`src/rtl/antiprobe_pkg.sv`:
```
// Shared types and constants for the anti-probe pad scan path.
// Used by the scan controller, its hit counter and the logging blocks.
package antiprobe_pkg;

  localparam int DEF_SETTLE_CYCLES = 16;
  localparam int DEF_GAP_CYCLES    = 8;
  localparam int DEF_LOG_SAMPLES   = 8;

  typedef enum logic [2:0] {
    IDLE,
    SETTLE,
    MEASURE,
    REPORT,
    GAP,
    DONE
  } scan_state_t;

  function automatic int clog2(input int n);
    int r;
    r = 0;
    while ((1 << r) < n) r++;
    return r;
  endfunction

endpackage

```
`src/rtl/antiprobe_hit_counter.sv`:
```
// Counts comparator-high samples while enabled; clear has priority.
// Ports: clk, rst_n (sync), clr, en, bit_in -> cnt (CNT_W).
module antiprobe_hit_counter #(
  parameter int CNT_W = 9
) (
  input  logic             clk,
  input  logic             rst_n,
  input  logic             clr,
  input  logic             en,
  input  logic             bit_in,
  output logic [CNT_W-1:0] cnt
);

  logic [CNT_W-1:0] cnt_q;
  logic [CNT_W-1:0] cnt_d;

  always_comb begin
    cnt_d = cnt_q;
    if (clr) begin
      cnt_d = '0;
    end else if (en && bit_in) begin
      cnt_d = cnt_q + CNT_W'(1);
    end
  end

  always_ff @(posedge clk) begin
    if (!rst_n) begin
      cnt_q <= '0;
    end else begin
      cnt_q <= cnt_d;
    end
  end

  // The window length fits CNT_W by construction; a wrap means misuse.
  always_ff @(posedge clk) begin
    if (rst_n && !clr && en && bit_in) begin
      assert (cnt_q != '1);
    end
  end

  assign cnt = cnt_q;

endmodule

```
`src/rtl/antiprobe_scan_ctrl.sv`:
```
// Pad comparator scan sequencer: settle, count highs, report per pad.
// Ports: start/cfg_* in, cmp_data in, drv_en_n out, res_* stream, busy/scan_done.
module antiprobe_scan_ctrl
  import antiprobe_pkg::*;
#(
  parameter  int NUM_PADS      = 3,
  parameter  int LOG_SAMPLES   = DEF_LOG_SAMPLES,
  parameter  int SETTLE_CYCLES = DEF_SETTLE_CYCLES,
  parameter  int GAP_CYCLES    = DEF_GAP_CYCLES,
  localparam int CNT_W         = LOG_SAMPLES + 1,
  localparam int PAD_W         = (clog2(NUM_PADS) > 1) ?
                                 clog2(NUM_PADS) : 1
) (
  input  logic                sample_clk,
  input  logic                sample_rst_n,
  input  logic                start,
  input  logic [CNT_W-1:0]    cfg_baseline,
  input  logic [CNT_W-1:0]    cfg_tol,
  input  logic [NUM_PADS-1:0] cmp_data,
  output logic                drv_en_n,
  output logic                busy,
  output logic                res_valid,
  input  logic                res_ready,
  output logic [PAD_W-1:0]    res_pad,
  output logic [CNT_W-1:0]    res_count,
  output logic                res_alarm,
  output logic                scan_done
);

  localparam int WIN = 1 << LOG_SAMPLES;
  localparam int TMR_MAX =
    (WIN > SETTLE_CYCLES) ?
      ((WIN > GAP_CYCLES) ? WIN : GAP_CYCLES) :
      ((SETTLE_CYCLES > GAP_CYCLES) ? SETTLE_CYCLES : GAP_CYCLES);
  localparam int TMR_W =
    (clog2(TMR_MAX) > 1) ? clog2(TMR_MAX) : 1;

  localparam logic [TMR_W-1:0] SET_T  = TMR_W'(SETTLE_CYCLES - 1);
  localparam logic [TMR_W-1:0] GAP_T  = TMR_W'(GAP_CYCLES - 1);
  localparam logic [TMR_W-1:0] MEAS_T = TMR_W'(WIN - 1);
  localparam logic [PAD_W-1:0] LAST   = PAD_W'(NUM_PADS - 1);

  scan_state_t      state_q, state_d;
  logic [TMR_W-1:0] timer_q, timer_d;
  logic [PAD_W-1:0] pad_q, pad_d;
  logic [CNT_W-1:0] base_q, base_d;
  logic [CNT_W-1:0] tol_q, tol_d;

  logic             cnt_clr;
  logic             cnt_en;
  logic [CNT_W-1:0] cnt;
  logic [CNT_W-1:0] diff;

  antiprobe_hit_counter #(
    .CNT_W (CNT_W)
  ) u_hits (
    .clk    (sample_clk),
    .rst_n  (sample_rst_n),
    .clr    (cnt_clr),
    .en     (cnt_en),
    .bit_in (cmp_data[pad_q]),
    .cnt    (cnt)
  );

  always_comb begin
    state_d = state_q;
    timer_d = timer_q;
    pad_d   = pad_q;
    base_d  = base_q;
    tol_d   = tol_q;
    cnt_clr = 1'b0;
    cnt_en  = 1'b0;
    unique case (state_q)
      IDLE: begin
        if (start) begin
          base_d  = cfg_baseline;
          tol_d   = cfg_tol;
          pad_d   = '0;
          timer_d = SET_T;
          state_d = SETTLE;
        end
      end
      SETTLE: begin
        if (timer_q == '0) begin
          cnt_clr = 1'b1;
          timer_d = MEAS_T;
          state_d = MEASURE;
        end else begin
          timer_d = timer_q - TMR_W'(1);
        end
      end
      MEASURE: begin
        cnt_en = 1'b1;
        if (timer_q == '0) begin
          state_d = REPORT;
        end else begin
          timer_d = timer_q - TMR_W'(1);
        end
      end
      REPORT: begin
        if (res_ready) begin
          if (pad_q == LAST) begin
            state_d = DONE;
          end else begin
            pad_d   = pad_q + PAD_W'(1);
            timer_d = GAP_T;
            state_d = GAP;
          end
        end
      end
      GAP: begin
        if (timer_q == '0) begin
          timer_d = SET_T;
          state_d = SETTLE;
        end else begin
          timer_d = timer_q - TMR_W'(1);
        end
      end
      DONE: begin
        state_d = IDLE;
      end
      default: begin
        state_d = IDLE;
      end
    endcase
  end

  always_ff @(posedge sample_clk) begin
    if (!sample_rst_n) begin
      state_q <= IDLE;
      timer_q <= '0;
      pad_q   <= '0;
      base_q  <= '0;
      tol_q   <= '0;
    end else begin
      state_q <= state_d;
      timer_q <= timer_d;
      pad_q   <= pad_d;
      base_q  <= base_d;
      tol_q   <= tol_d;
    end
  end

  // Alarm tracks the registered count, so it is valid with res_valid.
  always_comb begin
    diff = (base_q >= cnt) ? (base_q - cnt) : (cnt - base_q);
  end

  assign drv_en_n  = !((state_q == SETTLE) || (state_q == MEASURE));
  assign busy      = (state_q != IDLE);
  assign res_valid = (state_q == REPORT);
  assign scan_done = (state_q == DONE);
  assign res_pad   = pad_q;
  assign res_count = cnt;
  assign res_alarm = (diff > tol_q);

endmodule

```
`config.mk`:
```
export PLATFORM = sky130hd
export DESIGN_NAME = antiprobe_scan_ctrl
export DESIGN_NICKNAME = d
export VERILOG_FILES = /design/src/rtl/antiprobe_pkg.sv /design/src/rtl/antiprobe_hit_counter.sv /design/src/rtl/antiprobe_scan_ctrl.sv
export SDC_FILE = /design/constraint.sdc
export NUM_CORES = 1
export LEC_CHECK = 0
export CORE_UTILIZATION = 35
export CTS_BUF_LIST = sky130_fd_sc_hd__clkbuf_8
export DETAILED_ROUTE_END_ITERATION = 12
export MAX_ROUTING_LAYER = met4
export PLACE_DENSITY = 0.6
export SYNTH_ARGS = -nofsm -noshare
export SYNTH_HDL_FRONTEND = slang
export SYNTH_SLANG_ARGS = --single-unit
```
`constraint.sdc`:
```
create_clock -name sample_clk -period 4.4 [get_ports sample_clk]
set_input_delay 0.88 -clock sample_clk [delete_from_list [all_inputs] [get_ports sample_clk]]
set_output_delay 0.88 -clock sample_clk [all_outputs]
set_load 0.005 [all_outputs]
```
==> After elaboration in Yosys (flattened, before gate mapping) <==
Cells that the tools add are included.
{ "word_totals": {"reg_bits": 40, "mem_bits_rw": 0, "memories": 0, "elab_cells": 65, "output_inout_bits": 16, "inputBits": 25, "latch_bits": 0, "romBits": 0} }
{ "classes": {"bitwise_logic": 1, "n_addsub": 5, "shifts": 0, "n_reduce_logical": 13, "div": 0, "n_eq_ne": 13, "magnitude_cmp": 3, "muxes": 24, "mul": 0} }
{ "op_table": {"columns": ["op", "n"], "rows": [
  ["$mux W8", 6],
  ["$pmux W8 S5", 1],
  ["$sub A9 B9 Y9", 2],
  ["$mux W3", 5],
  ["$pmux W3 S5", 1],
  ["$ne A2 B2 Y1 const B", 6],
  ["$reduce_and A5 Y1", 2],
  ["$add A9 B1 Y9 const B", 1],
  ["$ge A9 B9 Y1", 1],
  ["$gt A9 B9 Y1", 1],
  ["$mux W9", 1],
  ["$logic_not A8 Y1", 1],
  ["$sub A8 B1 Y8 const B", 1],
  ["$eq A3 B2 Y1 const B", 2],
  ["$eq A3 B3 Y1 const B", 2],
  ["$mux W2", 3],
  ["$mux W1", 5],
  ["$reduce_bool A5 Y1", 1],
  ["$pmux W2 S2", 1],
  ["$reduce_and A4 Y1", 1],
  ["$eq A3 B1 Y1 const B", 1],
  ["$logic_not A3 Y1", 1],
  ["$lt A2 B3 Y1 const B", 1],
  ["$reduce_bool A3 Y1", 1],
  ["11 further kinds", 11]
]} }

==> Depth between registers and ports, before layout <==
Gate-level depths: netlist of run 1.
{ "logic_depth": {"ltp_word": 4, "ltp_mapped": 16, "ltp_nobuf": 16} }

==> Modules after synthesis <==
From an unflattened synthesis of run 1, not the netlist that was laid out.
{ "hier_totals": {"cells_unflattened": 386, "area_unflattened_um2": 2925.3} }
{ "by_module_without_submodules": {"columns": ["module", "area_per_inst_um2", "instances", "cells_each", "seq_area_each_um2"], "rows": [
  ["antiprobe_scan_ctrl", 2511.2, 1, 339, 620.6],
  ["antiprobe_hit_counter", 414.1, 1, 47, 180.2]
]} }

==> Worst setup path before layout of run 1 <==
Ideal clock, no wire load.
{ "synth_timing": {"path_type": "flip-flop to output port", "from": "register u_hits.cnt_q[2], in the netlist u_hits.cnt[2]", "to": "output port res_alarm", "slack_ns": 0.614, "arrival_ns": 2.906, "path_stages_with_launch": 17, "path_buffers": 1, "t_required_ns": 3.520, "cell_sequence": "dfxtp_1 -> inv_1 -> ha_1 -> buf_2 -> nand3_2 -> nor3_2 -> o41ai_4 -> nand2_4 -> mux2_4 -> xnor2_2 -> ha_1 -> a21o_1 -> a21oi_1 -> nor2b_1 -> o21ai_0 -> o21ai_0 -> o22a_1"} }
{ "synth_between": {"elab_chain_len": 3} }
{ "synth_rtl": {"columns": ["element", "line", "rtl"], "rows": [
  ["start: declaration", "antiprobe_hit_counter.sv:14", "logic [CNT_W-1:0] cnt_q;"],
  ["start signal: assignment", "antiprobe_hit_counter.sv:30", "cnt_q <= cnt_d;"],
  ["$sub A9 B9 Y9 / $ge A9 B9 Y1 (equally long branches)", "antiprobe_scan_ctrl.sv:146", "diff = (base_q >= cnt) ? (base_q - cnt) : (cnt - base_q);"],
  ["$mux W9 *", "antiprobe_scan_ctrl.sv:146", null],
  ["$gt A9 B9 Y1 *", "antiprobe_scan_ctrl.sv:155", "assign res_alarm = (diff > tol_q);"],
  ["end: declaration", "antiprobe_scan_ctrl.sv:26", "output logic res_alarm,"]
]} }
Mark *: on every way between the ends. The rest lies on a longest branch, timed or not.

==> Final worst setup path of run 1 <==
{ "layout_timing": {"from": "register u_hits.cnt_q[6], in the netlist u_hits.cnt[6]", "to": "output port res_alarm"} }
Same word-level chain as after synthesis.

==> results of run 1 <==
==> worst register-to-register path: stages, from the launching register on <==
cell and delay (ns):
sky130_fd_sc_hd__dfxtp_1 0.65, sky130_fd_sc_hd__and2b_1 0.24, sky130_fd_sc_hd__and2b_2 0.19, sky130_fd_sc_hd__and2_1 0.25, sky130_fd_sc_hd__nand3_2 0.17, sky130_fd_sc_hd__or3_1 0.38
sky130_fd_sc_hd__a21oi_1 0.16
==> flip-flops by register name, summed over array words and instances, names as in the netlist <==
register and count:
timer_q 8, tol_q 9, res_pad 2, base_q 9, u_hits.cnt 9, state_q 3
==> synthesized netlist by cell type (5+ instances only) <==
library cell               count  area share (%)
sky130_fd_sc_hd__a21oi_1      47             8.0
sky130_fd_sc_hd__buf_2         6             1.0
sky130_fd_sc_hd__dfxtp_1      40              27
sky130_fd_sc_hd__ha_1         29              12
sky130_fd_sc_hd__inv_1        38             4.8
sky130_fd_sc_hd__mux2i_1       9             3.0
sky130_fd_sc_hd__nand2_1      60             7.6
sky130_fd_sc_hd__nand2b_1      5             1.1
sky130_fd_sc_hd__nand3_1       9             1.5
sky130_fd_sc_hd__nor2_1       26             3.3
sky130_fd_sc_hd__nor3_1       11             1.9
sky130_fd_sc_hd__o21ai_0      17             2.9
sky130_fd_sc_hd__or3_1         5             1.1
sky130_fd_sc_hd__xnor2_1      11             3.3
==> worst paths after layout <==
| kind | from | endpoint | slack, ns |
|---|---|---|---|
| setup / recovery | u_hits.cnt[6]$_SDFFE_PP0P_ | res_alarm | 0.28 |
| hold / removal | tol_q[6]$_SDFFE_PN0P_ | tol_q[6]$_SDFFE_PN0P_ | 0.46 |
| setup reg to reg | state_q[1]$_SDFFE_PN0P_ | u_hits.cnt[8]$_SDFFE_PP0P_ | 2.29 |
| hold reg to reg | tol_q[6]$_SDFFE_PN0P_ | tol_q[6]$_SDFFE_PN0P_ | 0.46 |
==> logic make-up after synthesis <==
logic type,Yosys count,synth area share [%]
and+or+nand+nor,138,22.66
muxes,12,4.320
AOI/OAI and AO/OA,97,20.46
adders and majority gates,32,13.98
xor gates and xnor gates,13,4.109
buffers and inverters,53,7.369
DFF,40,27.11
==> power breakdown <==
group	internal (mW)	total (mW)	switching, mW
clock network	0.166	0.306	0.140
registers	0.417	0.491	0.0746
logic	0.514	1.06	0.545
==> repair_timing <==
item                                   in CTS  in global routing
hold buffers                                0                  0
endpoints found under the hold margin       0                  0
setup endpoints to repair                   1                  1
resized for setup                          20                 11
buffers inserted                            3                  0
pin swaps                                   6                  3
==> per-layer routing <==
| layer | track usage, % | part of all wire (%) |
|---|---|---|
| met5 | - | 0 |
| met4 | 4.231 | 1.0 |
| met2 | 28.22 | 47 |
| met3 | 2.670 | 2.7 |
| met1 | 21.57 | 49 |
==> area by class of cell <==
cell class | instances | share of cell area [%]
Multi-Input combinational cell | 292 | 55.03
Clock inverter | 3 | 1.043
Timing Repair Buffer | 49 | 12.66
Inverter | 39 | 3.938
Sequential cell | 40 | 21.95
Clock buffer | 5 | 1.851
Tap cell | 105 | 3.534
==> results list, run 1 <==
- The flow ran to the end, and the final reports show no timing, DRC or antenna violations.
* Worst hold slack after final layout: ~0.46 ns
- Final setup vio count: 0
- Number of distinct library cells after synthesis: 54
- Largest clock skew in the final design: 0.007410 ns
* Most frequent cell on the critical path: sky130_fd_sc_hd__a21o_1
- Dividing the detail-routed via count by the number of cells gives between 5 and 6.
* Final routed wirelength across all metal layers: approximately 7 mm
- CP required: 3.52 ns
* Number of nets in the synthesized netlist: around 440
- Minimum clock period after layout: between 4 and 5 ns
- Data on the critical path arrives at its endpoint at roughly 3.2 ns.
- After clock tree synthesis, the clock-pin slew on the worst setup and hold paths is about 0.090 ns.
- Dpl hpwl: between 5 and 6 mm
- Worst Setup Path Type: flop to output pin
- From synthesis to final layout, the design area changed by 25.84%.
- The final number of hold-violating endpoints is 0.
- Depth of the worst register-to-register path: 6
- The critical path runs through a total of 15 cells.
* Least-Margin Pin Slew: approximately 1.0 ns
- The critical path contains buffers and inverters numbering 2 combined.
- Ratio of cells with drive above 1 in the final layout: roughly an eighth
- Area inside the core boundary: between 8000 and 9000 um2
- For the final routed database, the setup TNS stands at 0 ns.
- Type of origin of the critical path: flop
* Count of flip-flops with a built-in enable after synthesis: 0
* Crit-path max FO: 5
- Worst slack after detailed placement: approximately 0.091 ns
- In the final design database the tool counted between 400 and 500 nets.
* Final Core Density: between 40 and 50%
* Overall die width: about 94 um
- Drt first-iter violations: 76
* Effective utilization at floorplan: approximately 36%
* Number of port buffers: 40
- Max-cap violations: 0
* Routed via count: between 2000 and 3000
* Share of the cycle needed by the critical path after routing: 93.53%
* Number of standard cells in the layout, taps in and fillers out: between 500 and 600
- WL/cell: 13.26 um
- Routability-driven placement finished with a final weighted congestion of approximately 0.87.
- The floorplan step defined a die boundary enclosing just under 9000 um2.
* Number of H-tree branching levels: 2
* Number of ports placed on the die boundary: just over 40
- Setup repair after global routing left no endpoint under its margin.
- Wire length of the first global-routing pass: 11.41 mm
- For this design the ratio of total power to cell area is 499.5 nW/um2.
- Entering global routing, the biggest net connects 31 pins.
- Source-to-sink clock delay at the later pin of the worst-skew pair: about 0.3 ns
- Buffer depth of the longest clock path: 2
* Commonest non-fill, non-tap cells in the layout: 60 x sky130_fd_sc_hd__nand2_1, 41 x sky130_fd_sc_hd__a21oi_1, 39 x sky130_fd_sc_hd__clkdlybuf4s50_1
- Leading register cell type out of synthesis: sky130_fd_sc_hd__dfxtp_1
* Number of fillers in the final layout: about 830
- Final setup slack of the worst path: approximately 0.28 ns
* Most frequent standard cell in the layout excluding fill and tap cells: sky130_fd_sc_hd__nand2_1
- Counting flops and latches in the post-synthesis netlist gives 40.
- TritonCTS built the clock tree.
- Max-slew violations: 0
* Antenna-violating nets left: 0
* Static leakage: approximately 1.4 nW
- The slowest stage of the critical path belongs to the cell sky130_fd_sc_hd__o41ai_4.
* Syn Inst Count: 385
- The pre-antenna-repair detailed-routing pass consisted of 5 iterations.
- Root buffer cell: sky130_fd_sc_hd__clkbuf_8
- In this run the mean area of a mapped cell was ~7.7 um2.
- The worst hold path belongs to the class flop to flop.
* Vias in the first global route: 2432
* Number of cells on the worst hold path: 2
- The floorplan has 33 rows.
- Die height: around 94 um
* VDD IR-drop max: ~210 uV
* Initial antenna violation count: 0
- In this run the tightest slew margin relative to its limit is approximately a third.
- During synthesis, Yosys emitted a total of 0 warnings.
* Ordered cell list for the critical path: inv_2 > ha_4 > a21o_1 > o41ai_4 > nand2_4 > mux2_4 > xnor2_2 > ha_1 > a21o_1 > a21oi_2 > nor2b_1 > o21ai_0 > o21ai_1 > o22a_1 > dlymetal6s2s_1
- Power comes to roughly 1.9 mW.
- Final Instance Area: ~3700 um2
- In the routed design, unresolved DRC markers number 0.
- 0 antenna diodes ended up in the layout.
* Multi-input gate area in the final layout: approximately 2000 um2
- Timing would allow up to 243.0 MHz.
* Part of the Yosys area used for sequential elements: roughly 27%
* Post-synth ARST share: 0%
- Cell type group with the largest total delay on the critical path: compound AO/OA/AOI/OAI gates
- Delay contributed by the slowest stage of the critical path: around 0.43 ns
- Total global-route track usage: between 10% and 20%
- In this run the cell area of the synthesized design comes to roughly 3000 um2.
- Register area: just over 800 um2
- Clock net sink count: 40
- Counting tap cells, the placed design contains a total of approximately 520 instances.
- Clock buffers created by TritonCTS: 5
* Remaining global-route overflow: 0
- The placed instances occupy a cell area of 3460 um2.
- Category of the worst setup path capture point: output pin
No activity file was read; power rests on OpenSTA's default activity.
==> run 2: changes to the inputs <==
--- a/config.mk
+++ b/config.mk
@@ -5,6 +5,7 @@
 export SDC_FILE = /design/constraint.sdc
 export NUM_CORES = 1
 export LEC_CHECK = 0
+export CORE_MARGIN = 3
 export CORE_UTILIZATION = 35
 export CTS_BUF_LIST = sky130_fd_sc_hd__clkbuf_8
 export DETAILED_ROUTE_END_ITERATION = 12
@@ -13,3 +14,4 @@
 export SYNTH_ARGS = -nofsm -noshare
 export SYNTH_HDL_FRONTEND = slang
 export SYNTH_SLANG_ARGS = --single-unit
+export TNS_END_PERCENT = 5
==> run 2 against run 1 <==
Net effect: sequential share of layout area decreased by 0.31 points; maximum frequency increased by 1.8%; register-to-register slack is essentially flat.
==> results list, run 2 (same netlist as run 1, synthesis figures left out) <==
- The first-pass GRT wire length was 12.23 mm (was 11.41 mm).
- Number of fillers in the final layout: 782 (was 825)
- Remaining global-route overflow: 0 (unchanged)
* Fmax: 247.3 MHz (was 243.0 MHz)
- The clock latency on the worst-skew pair was 0.29 ns (was 0.30 ns).
* Static leakage: 1.454 nW (was 1.445 nW)
- The via count was 2680 (was 2684).
- The diode insertion count for antenna repair was 0 (unchanged).
- The initial core utilization came to 37.08% (was 36.13%).
- Crit-path max FO: 3 (was 5)
- The endpoint arrival time on the critical path is 3.16 ns (was 3.24 ns).
- The number of cells traversed by the worst register-to-register path was 6 (unchanged).
* Weighted congestion reported at the end of routability-driven placement: 0.9391 (was 0.8737)
* Tightest Hold Check Type: flop to flop (unchanged)
- Most frequent standard cell in the layout excluding fill and tap cells: sky130_fd_sc_hd__nand2_1 (unchanged)
- The final critical path time including I/O delays and setup was 4.043 ns (was 4.115 ns).
- The clock slew seen by the registers of the worst setup and hold paths is 0.08 ns (was 0.09 ns).
- RSZ-0062 raised after global routing: no (unchanged).
- The maximum buffer depth of the clock tree came to 2 (unchanged).
- The number of nets in the layout is 486 (was 483).
- The final count of pins violating max slew came to 0 (unchanged).
* Number of port buffers: 40 (unchanged)
- Flop-to-flop setup slack: 2.30 ns (was 2.29 ns)
* Share of the cycle needed by the critical path after routing: 91.89% (was 93.53%)
* Clock buffers created by TritonCTS: 5 (unchanged)
* Cell Pwr Density: 491.6 nW/um2 (was 499.5 nW/um2)
- Final hold violations: 0 (unchanged)
- The post-route core utilization came to 47.31% (was 45.47%).
- The boundary pin count was 41 (unchanged).
* Clock net sink count: 40 (unchanged)
* Total global-route track usage: 15.87% (was 17.01%)
- Routed wire length on met2: 3.397 mm (was 3.329 mm)
- Antenna-violating nets left: 0 (unchanged)
* Drt first-iter violations: 113 (was 76)
* Number of design rule violations left after detail routing: 0 (unchanged)
- The capturing point of the worst reg2reg path was u_hits.cnt[6]$_SDFFE_PP0P_ (was u_hits.cnt[8]$_SDFFE_PP0P_).
- The total wire length after detailed routing is 7.350 mm (was 7.065 mm).
* Type of origin of the critical path: flop (unchanged)
- Dpl hpwl: 5.542 mm (was 5.282 mm)
- Commonest non-fill, non-tap cells in the layout: 59 x sky130_fd_sc_hd__nand2_1, 40 x sky130_fd_sc_hd__a21oi_1, 39 x sky130_fd_sc_hd__clkdlybuf4s50_1 (was 60 x sky130_fd_sc_hd__nand2_1, 41 x sky130_fd_sc_hd__a21oi_1, 39 x sky130_fd_sc_hd__clkdlybuf4s50_1).
* Detail-routed via count per cell: 5.038 (was 5.036)
- The horizontal extent of the die is 97.87 um (was 93.87 um).
- Die height: 97.87 um (was 93.87 um)
- The pin count of the biggest net entering global routing is 31 (unchanged).
* Number of optimization iterations in the first detailed-route pass: 4 (was 5)
- Wire length on met3: 213 um (was 193 um)
* Post-synthesis to final-layout area growth: 27.62% (was 25.84%)
- The hold buffer count at CTS is 0 (unchanged).
- The final total negative setup slack was 0 ns (unchanged).
- The setup violation total in the final timing report was 0 (unchanged).
- Std-Cell Rows: 32 (was 33)
- The root cell of the clock tree is sky130_fd_sc_hd__clkbuf_8 (unchanged).
- The share of cells above drive strength 1 came to 16.28% (was 12.85%).
* Worst min-delay path endpoint: tol_q[7]$_SDFFE_PN0P_ (was tol_q[6]$_SDFFE_PN0P_)
- Area inside the core boundary: 7968 um2 (was 8175 um2)
* WL/cell: 13.82 um (was 13.26 um)
- Number of H-tree branching levels: 2 (unchanged)
- The slew of the pin with the lowest slew margin was 1.039 ns (was 1.020 ns).
* Highest signal layer in the routed design: met4 (unchanged)
- Result of the run: completed (unchanged).
- VDD IR-drop max: 173.0 uV (was 212.3 uV)
- The number of instances on the worst hold path is 2 (unchanged).
* Largest clock skew in the final design: 0.005419 ns (was 0.007410 ns)
- Initial antenna violation count: 0 (unchanged)
* Rel. slew slack: 30.66% (was 31.94%)
* DIE AREA: 9579 um2 (was 8812 um2)
* CTS tree: done (unchanged)
- The sum of routed wire segments on met1 was 3.651 mm (was 3.471 mm).
* Vias in the first global route: 2564 (was 2432)
* Max-cap violations: 0 (unchanged)
- Origin of the critical flop-to-flop path: state_q[1]$_SDFFE_PN0P_ (unchanged)
* Hold_sp: tol_q[7]$_SDFFE_PN0P_ (was tol_q[6]$_SDFFE_PN0P_)
- CP required: 3.52 ns (about the same)
- Category of the worst setup path capture point: output pin (unchanged)
- The category of the critical setup timing path is flop to output pin (unchanged).
[run 2: cell types whose count changed in the layout (fill, tap and decap cells not counted), sizes merged]
cell / previous run / this run
inv: 40 / 39
bufinv: 1 / 0
clkinv: 1 / 0
clkbuf: 5 / 7
buf: 9 / 12
[run 2: per-layer routing]
metal  vias to the layer above  global-route usage, %
met5                         -                      -
met4                         0                  4.153
met3                         7                  2.786
met2                        48                  24.97
met1                      1226                  21.05
li1                       1399                      -
[run 2: stage by stage]
| stage | setup WS [ns] | cells | total power, mW | cell area (um2) | hold slack (ns) |
|---|---|---|---|---|---|
| detailed placement | 0.1333 | 519 | 1.492 | 3456 | 0.4498 |
| global placement | 0.1904 | 519 | 1.478 | 3456 | 0.4480 |
| CTS | 0.006137 | 530 | 1.810 | 3652 | 0.4603 |
| finish | 0.3570 | 532 | 1.853 | 3770 | 0.4597 |
| floorplan | 0.6140 | 385 | 1.231 | 2954 | 0.4363 |
| global route | 0.1634 | 532 | 2.023 | 3770 | 0.4840 |
[run 2: worst max path at each step]
stage,from,endpoint,slack (ns),depth (start not counted)
after floorplan,u_hits.cnt[2]$_SDFFE_PP0P_,res_alarm,0.61,16
after global placement,u_hits.cnt[6]$_SDFFE_PP0P_,res_alarm,0.19,16
after detailed placement,u_hits.cnt[6]$_SDFFE_PP0P_,res_alarm,0.13,16
after CTS,u_hits.cnt[3]$_SDFFE_PP0P_,res_alarm,0.006,15
after global routing,base_q[0]$_SDFFE_PN0P_,res_alarm,0.16,15
final,base_q[0]$_SDFFE_PN0P_,res_alarm,0.36,15
[run 2: cell type report]
cell class              instances  area [um2]  share of cell area [%]
multi-input cells             292        2091                   55.46
flip-flops and latches         40       815.8                   21.64
repair buffers                 52       493.0                   13.08
inverters                      39       146.4                   3.883
well taps                     102       127.6                   3.385
clock buffers                   7       96.34                   2.556
[run 2: worst max-delay path, cell delays in order (launching register included)]
cell and delay (ns):
sky130_fd_sc_hd__dfxtp_2 0.34, sky130_fd_sc_hd__inv_1 0.05, sky130_fd_sc_hd__ha_2 0.16, sky130_fd_sc_hd__inv_1 0.05
sky130_fd_sc_hd__fa_2 0.38, sky130_fd_sc_hd__a21oi_2 0.18, sky130_fd_sc_hd__o211ai_1 0.13, sky130_fd_sc_hd__a21oi_2 0.22
sky130_fd_sc_hd__a21oi_2 0.08, sky130_fd_sc_hd__mux2_1 0.30, sky130_fd_sc_hd__mux2i_1 0.20, sky130_fd_sc_hd__ha_1 0.27
sky130_fd_sc_hd__nand3_1 0.11, sky130_fd_sc_hd__o21ai_1 0.08, sky130_fd_sc_hd__o22a_1 0.18, sky130_fd_sc_hd__dlymetal6s2s_1 0.15
[run 2: what timing repair did]
item                       4_1_cts  5_1_grt
setup endpoints to repair        1        1
resized for setup               17       28
pin swaps                        5       11
buffers inserted                 4        2
[run 2: power breakdown]
part / switching (mW) / total (mW) / internal (mW)
combinational: 0.560 / 1.09 / 0.534
sequential: 0.0724 / 0.490 / 0.418
clock: 0.129 / 0.269 / 0.140
total: 0.762 / 1.85 / 1.09
==> run 3: changes to the inputs <==
--- a/config.mk
+++ b/config.mk
@@ -5,12 +5,11 @@
 export SDC_FILE = /design/constraint.sdc
 export NUM_CORES = 1
 export LEC_CHECK = 0
-export CORE_MARGIN = 3
 export CORE_UTILIZATION = 35
 export CTS_BUF_LIST = sky130_fd_sc_hd__clkbuf_8
 export DETAILED_ROUTE_END_ITERATION = 12
 export MAX_ROUTING_LAYER = met4
-export PLACE_DENSITY = 0.6
+export PLACE_DENSITY = 0.58
 export SYNTH_ARGS = -nofsm -noshare
 export SYNTH_HDL_FRONTEND = slang
 export SYNTH_SLANG_ARGS = --single-unit
==> run 3 against run 2 <==
Net effect: non-clock buffer count is 4 lower; setup slack worse by 0.032 ns; cell area is 0.96% lower; core utilization down 1.6 points; first-iteration DRC count fell by 27%.
==> results list, run 3 (same netlist as run 1, synthesis figures left out) <==
- DIE AREA: 8812 um2 (was 9579 um2)
- Clock slew at reported path FFs: 0.08 ns (about the same)
- Rel. slew slack: 31.09% (was 30.66%)
- RSZ-0062 raised after global routing: no (unchanged).
* Least-Margin Pin Slew: 1.033 ns (was 1.039 ns)
* Area inside the core boundary: 8175 um2 (was 7968 um2)
- Clock net sink count: 40 (unchanged)
- Final routed wirelength across all metal layers: 7.283 mm (was 7.350 mm)
* Max-cap violations: 0 (unchanged)
* Antenna-violating nets left: 0 (unchanged)
- Commonest non-fill, non-tap cells in the layout: 59 x sky130_fd_sc_hd__nand2_1, 41 x sky130_fd_sc_hd__a21oi_1, 39 x sky130_fd_sc_hd__clkdlybuf4s50_1 (was 59 x sky130_fd_sc_hd__nand2_1, 40 x sky130_fd_sc_hd__a21oi_1, 39 x sky130_fd_sc_hd__clkdlybuf4s50_1).
- Ratio of cells with drive above 1 in the final layout: 14.05% (was 16.28%)
* Category of the worst setup path capture point: output pin (unchanged)
* Detail-routed via count per cell: 5.113 (was 5.038)
- Drt first-iter violations: 82 (was 113)
* Cell Pwr Density: 509.6 nW/um2 (was 491.6 nW/um2)
* Final layout net count: 482 (was 486)
- The length of the first detailed-routing pass in iterations was 4 (unchanged).
- The buffer and inverter count on the worst path came to 2 (was 3).
- Remaining global-route overflow: 0 (unchanged)
- Clock buffers created by TritonCTS: 5 (unchanged)
- Ordered cell list for the critical path: inv_1 > ha_1 > a21o_1 > o41ai_4 > nand2_4 > mux2_4 > xnor2_2 > ha_1 > a21o_1 > a21oi_1 > nor2b_1 > o21ai_1 > o21ai_1 > o22a_1 > dlymetal6s2s_1 (was inv_1 > ha_2 > inv_1 > fa_2 > a21oi_2 > o211ai_1 > a21oi_2 > a21oi_2 > mux2_1 > mux2i_1 > ha_1 > nand3_1 > o21ai_1 > o22a_1 > dlymetal6s2s_1).
- The number of cells traversed by the worst register-to-register path is 6 (unchanged).
* Number of port buffers: 40 (unchanged)
- The worst-case hold path end point is tol_q[7]$_SDFFE_PN0P_ (unchanged).
- Number of cells on the worst hold path: 2 (unchanged)
- The routed length per instance was 13.69 um (was 13.82 um).
* Final hold violations: 0 (unchanged)
- Share of the cycle needed by the critical path after routing: 92.62% (was 91.89%)
* Routed via count: 2720 (was 2680)
* Type of origin of the critical path: flop (unchanged)
- The largest clock skew in the final design was 0.008327 ns (was 0.005419 ns).
- Number of design rule violations left after detail routing: 0 (unchanged)
- Worst path arrival time: 3.20 ns (was 3.16 ns)
- The final total negative setup slack is 0 ns (unchanged).
* CP required: 3.52 ns (about the same)
- Buffer depth of the longest clock path: 2 (unchanged)
- The initial core utilization came to 36.13% (was 37.08%).
- Number of ports placed on the die boundary: 41 (unchanged)
- Root buffer cell: sky130_fd_sc_hd__clkbuf_8 (unchanged)
- Cell type group with the largest total delay on the critical path: compound AO/OA/AOI/OAI gates (unchanged)
- The beginning of the worst register-to-register path was state_q[1]$_SDFFE_PN0P_ (unchanged).
- Vias in the first global route: 2536 (was 2564)
- Worst Setup Path Type: flop to output pin (unchanged)
- The overall power was 1.902 mW (was 1.853 mW).
* Fmax: 245.4 MHz (was 247.3 MHz)
- The maximum vdd drop is 183.0 uV (was 173.0 uV).
- Std-Cell Rows: 33 (was 32)
- Maximum number of pins on one net before global-route repair: 31 (unchanged)
* Tightest Hold Check Type: flop to flop (unchanged)
- The diode insertion count for antenna repair is 0 (unchanged).
- Source-to-sink clock delay at the later pin of the worst-skew pair: 0.30 ns (was 0.29 ns)
- Delay contributed by the slowest stage of the critical path: 0.42 ns (was 0.38 ns)
* Critical-path cell with the highest stage delay: sky130_fd_sc_hd__o41ai_4 (was sky130_fd_sc_hd__fa_2)
- The global-route total usage across every layer was 17.60% (was 15.87%).
- Hold_sp: tol_q[7]$_SDFFE_PN0P_ (unchanged)
- Minimum clock period after layout: 4.075 ns (was 4.043 ns)
- The final estimated routing congestion in global placement was 0.8781 (was 0.9391).
- # hold bufs at CTS: 0 (unchanged)
- The H-tree depth is 2 (unchanged).
- The register-to-register path setup slack was 2.30 ns (about the same).
- The capturing point of the worst reg2reg path was u_hits.cnt[6]$_SDFFE_PP0P_ (unchanged).
* Result of the run: completed (unchanged)
- Final setup vio count: 0 (unchanged)
- The leading cell type in the layout, fill and taps excluded was sky130_fd_sc_hd__nand2_1 (unchanged).
* Crit-path max FO: 5 (was 3)
- The clock tree from TritonCTS is done (unchanged).
* Initial antenna violation count: 0 (unchanged)
* Dpl hpwl: 5.433 mm (was 5.542 mm)
- Post-synthesis to final-layout area growth: 26.39% (was 27.62%)
- The overall die height came to 93.87 um (was 97.87 um).
* Wire length of the first global-routing pass: 11.93 mm (was 12.23 mm)
- Static leakage: 1.444 nW (was 1.454 nW)
* Max-slew violations: 0 (unchanged)
- Overall die width: 93.87 um (was 97.87 um)
[run 3: changes by cell type in the layout (fill, tap and decap cells not counted), moves of 2 or more]
cell                      delta
sky130_fd_sc_hd__buf_4       -4
sky130_fd_sc_hd__o21ai_1     +2
sky130_fd_sc_hd__o21ai_0     -2
sky130_fd_sc_hd__ha_1        +3
sky130_fd_sc_hd__inv_1       +3
sky130_fd_sc_hd__inv_2       -3
sky130_fd_sc_hd__ha_4        -3
[run 3: power breakdown]
part | internal (mW) | leakage [nW] | switching, mW | total, mW
Clock | 0.186 | 0.0614 | 0.140 | 0.326
Sequential | 0.417 | 0.331 | 0.0748 | 0.492
Combinational | 0.523 | 1.05 | 0.562 | 1.09
[run 3: routing by layer]
metal	global-route usage (%)	wire [um]	vias up
met5	-	0	-
met4	4.744	85	0
met3	3.236	229	6
met2	27.43	3359	36
met1	23.31	3608	1282
li1	-	-	1396
[run 3: tightest hold or removal path, stage by stage, from the launching register on]
cell,delay [ns]
sky130_fd_sc_hd__dfxtp_1,0.32
sky130_fd_sc_hd__nand2_1,0.05
sky130_fd_sc_hd__a21oi_1,0.05
[run 3: final cells by class]
class | count | area (um2)
multi-input combinational | 292 | 2056
fill | 806 | 4442
clock inverter | 2 | 38.79
sequential | 40 | 815.8
timing repair buffer | 48 | 462.9
tap | 105 | 131.4
inverter | 39 | 146.4
clock buffer | 6 | 82.58
[run 3: worst max-delay path by stage]
stage / from / cells past startpoint / end
after floorplan: u_hits.cnt[2]$_SDFFE_PP0P_ / 16 / res_alarm
after global placement: u_hits.cnt[2]$_SDFFE_PP0P_ / 16 / res_alarm
after detailed placement: u_hits.cnt[2]$_SDFFE_PP0P_ / 16 / res_alarm
after CTS: u_hits.cnt[0]$_SDFFE_PP0P_ / 14 / res_alarm
after global routing: u_hits.cnt[0]$_SDFFE_PP0P_ / 15 / res_alarm
final: u_hits.cnt[5]$_SDFFE_PP0P_ / 15 / res_alarm
[run 3: repair_timing]
action | CTS | global route
pin swaps | 4 | 6
resized for setup | 22 | 17
buffers inserted | 3 | 1
setup endpoints to repair | 1 | 1
[run 3: metrics by stage]
| step | cells | cell area [um2] | utilization (%) | hold slack [ns] | worst slack (ns) |
|---|---|---|---|---|---|
| 2_1_floorplan | 385 | 2954 | - | 0.4363 | 0.6140 |
| 3_3_place_gp | 520 | 3445 | 42.13 | 0.4475 | 0.1194 |
| 3_5_place_dp | 520 | 3445 | 42.13 | 0.4499 | 0.1145 |
| 4_1_cts | 531 | 3672 | 44.92 | 0.4622 | 0.0001097 |
| 5_1_grt | 532 | 3734 | 45.67 | 0.4833 | 0.1373 |
| 6_report | 532 | 3734 | 45.67 | 0.4606 | 0.3246 |
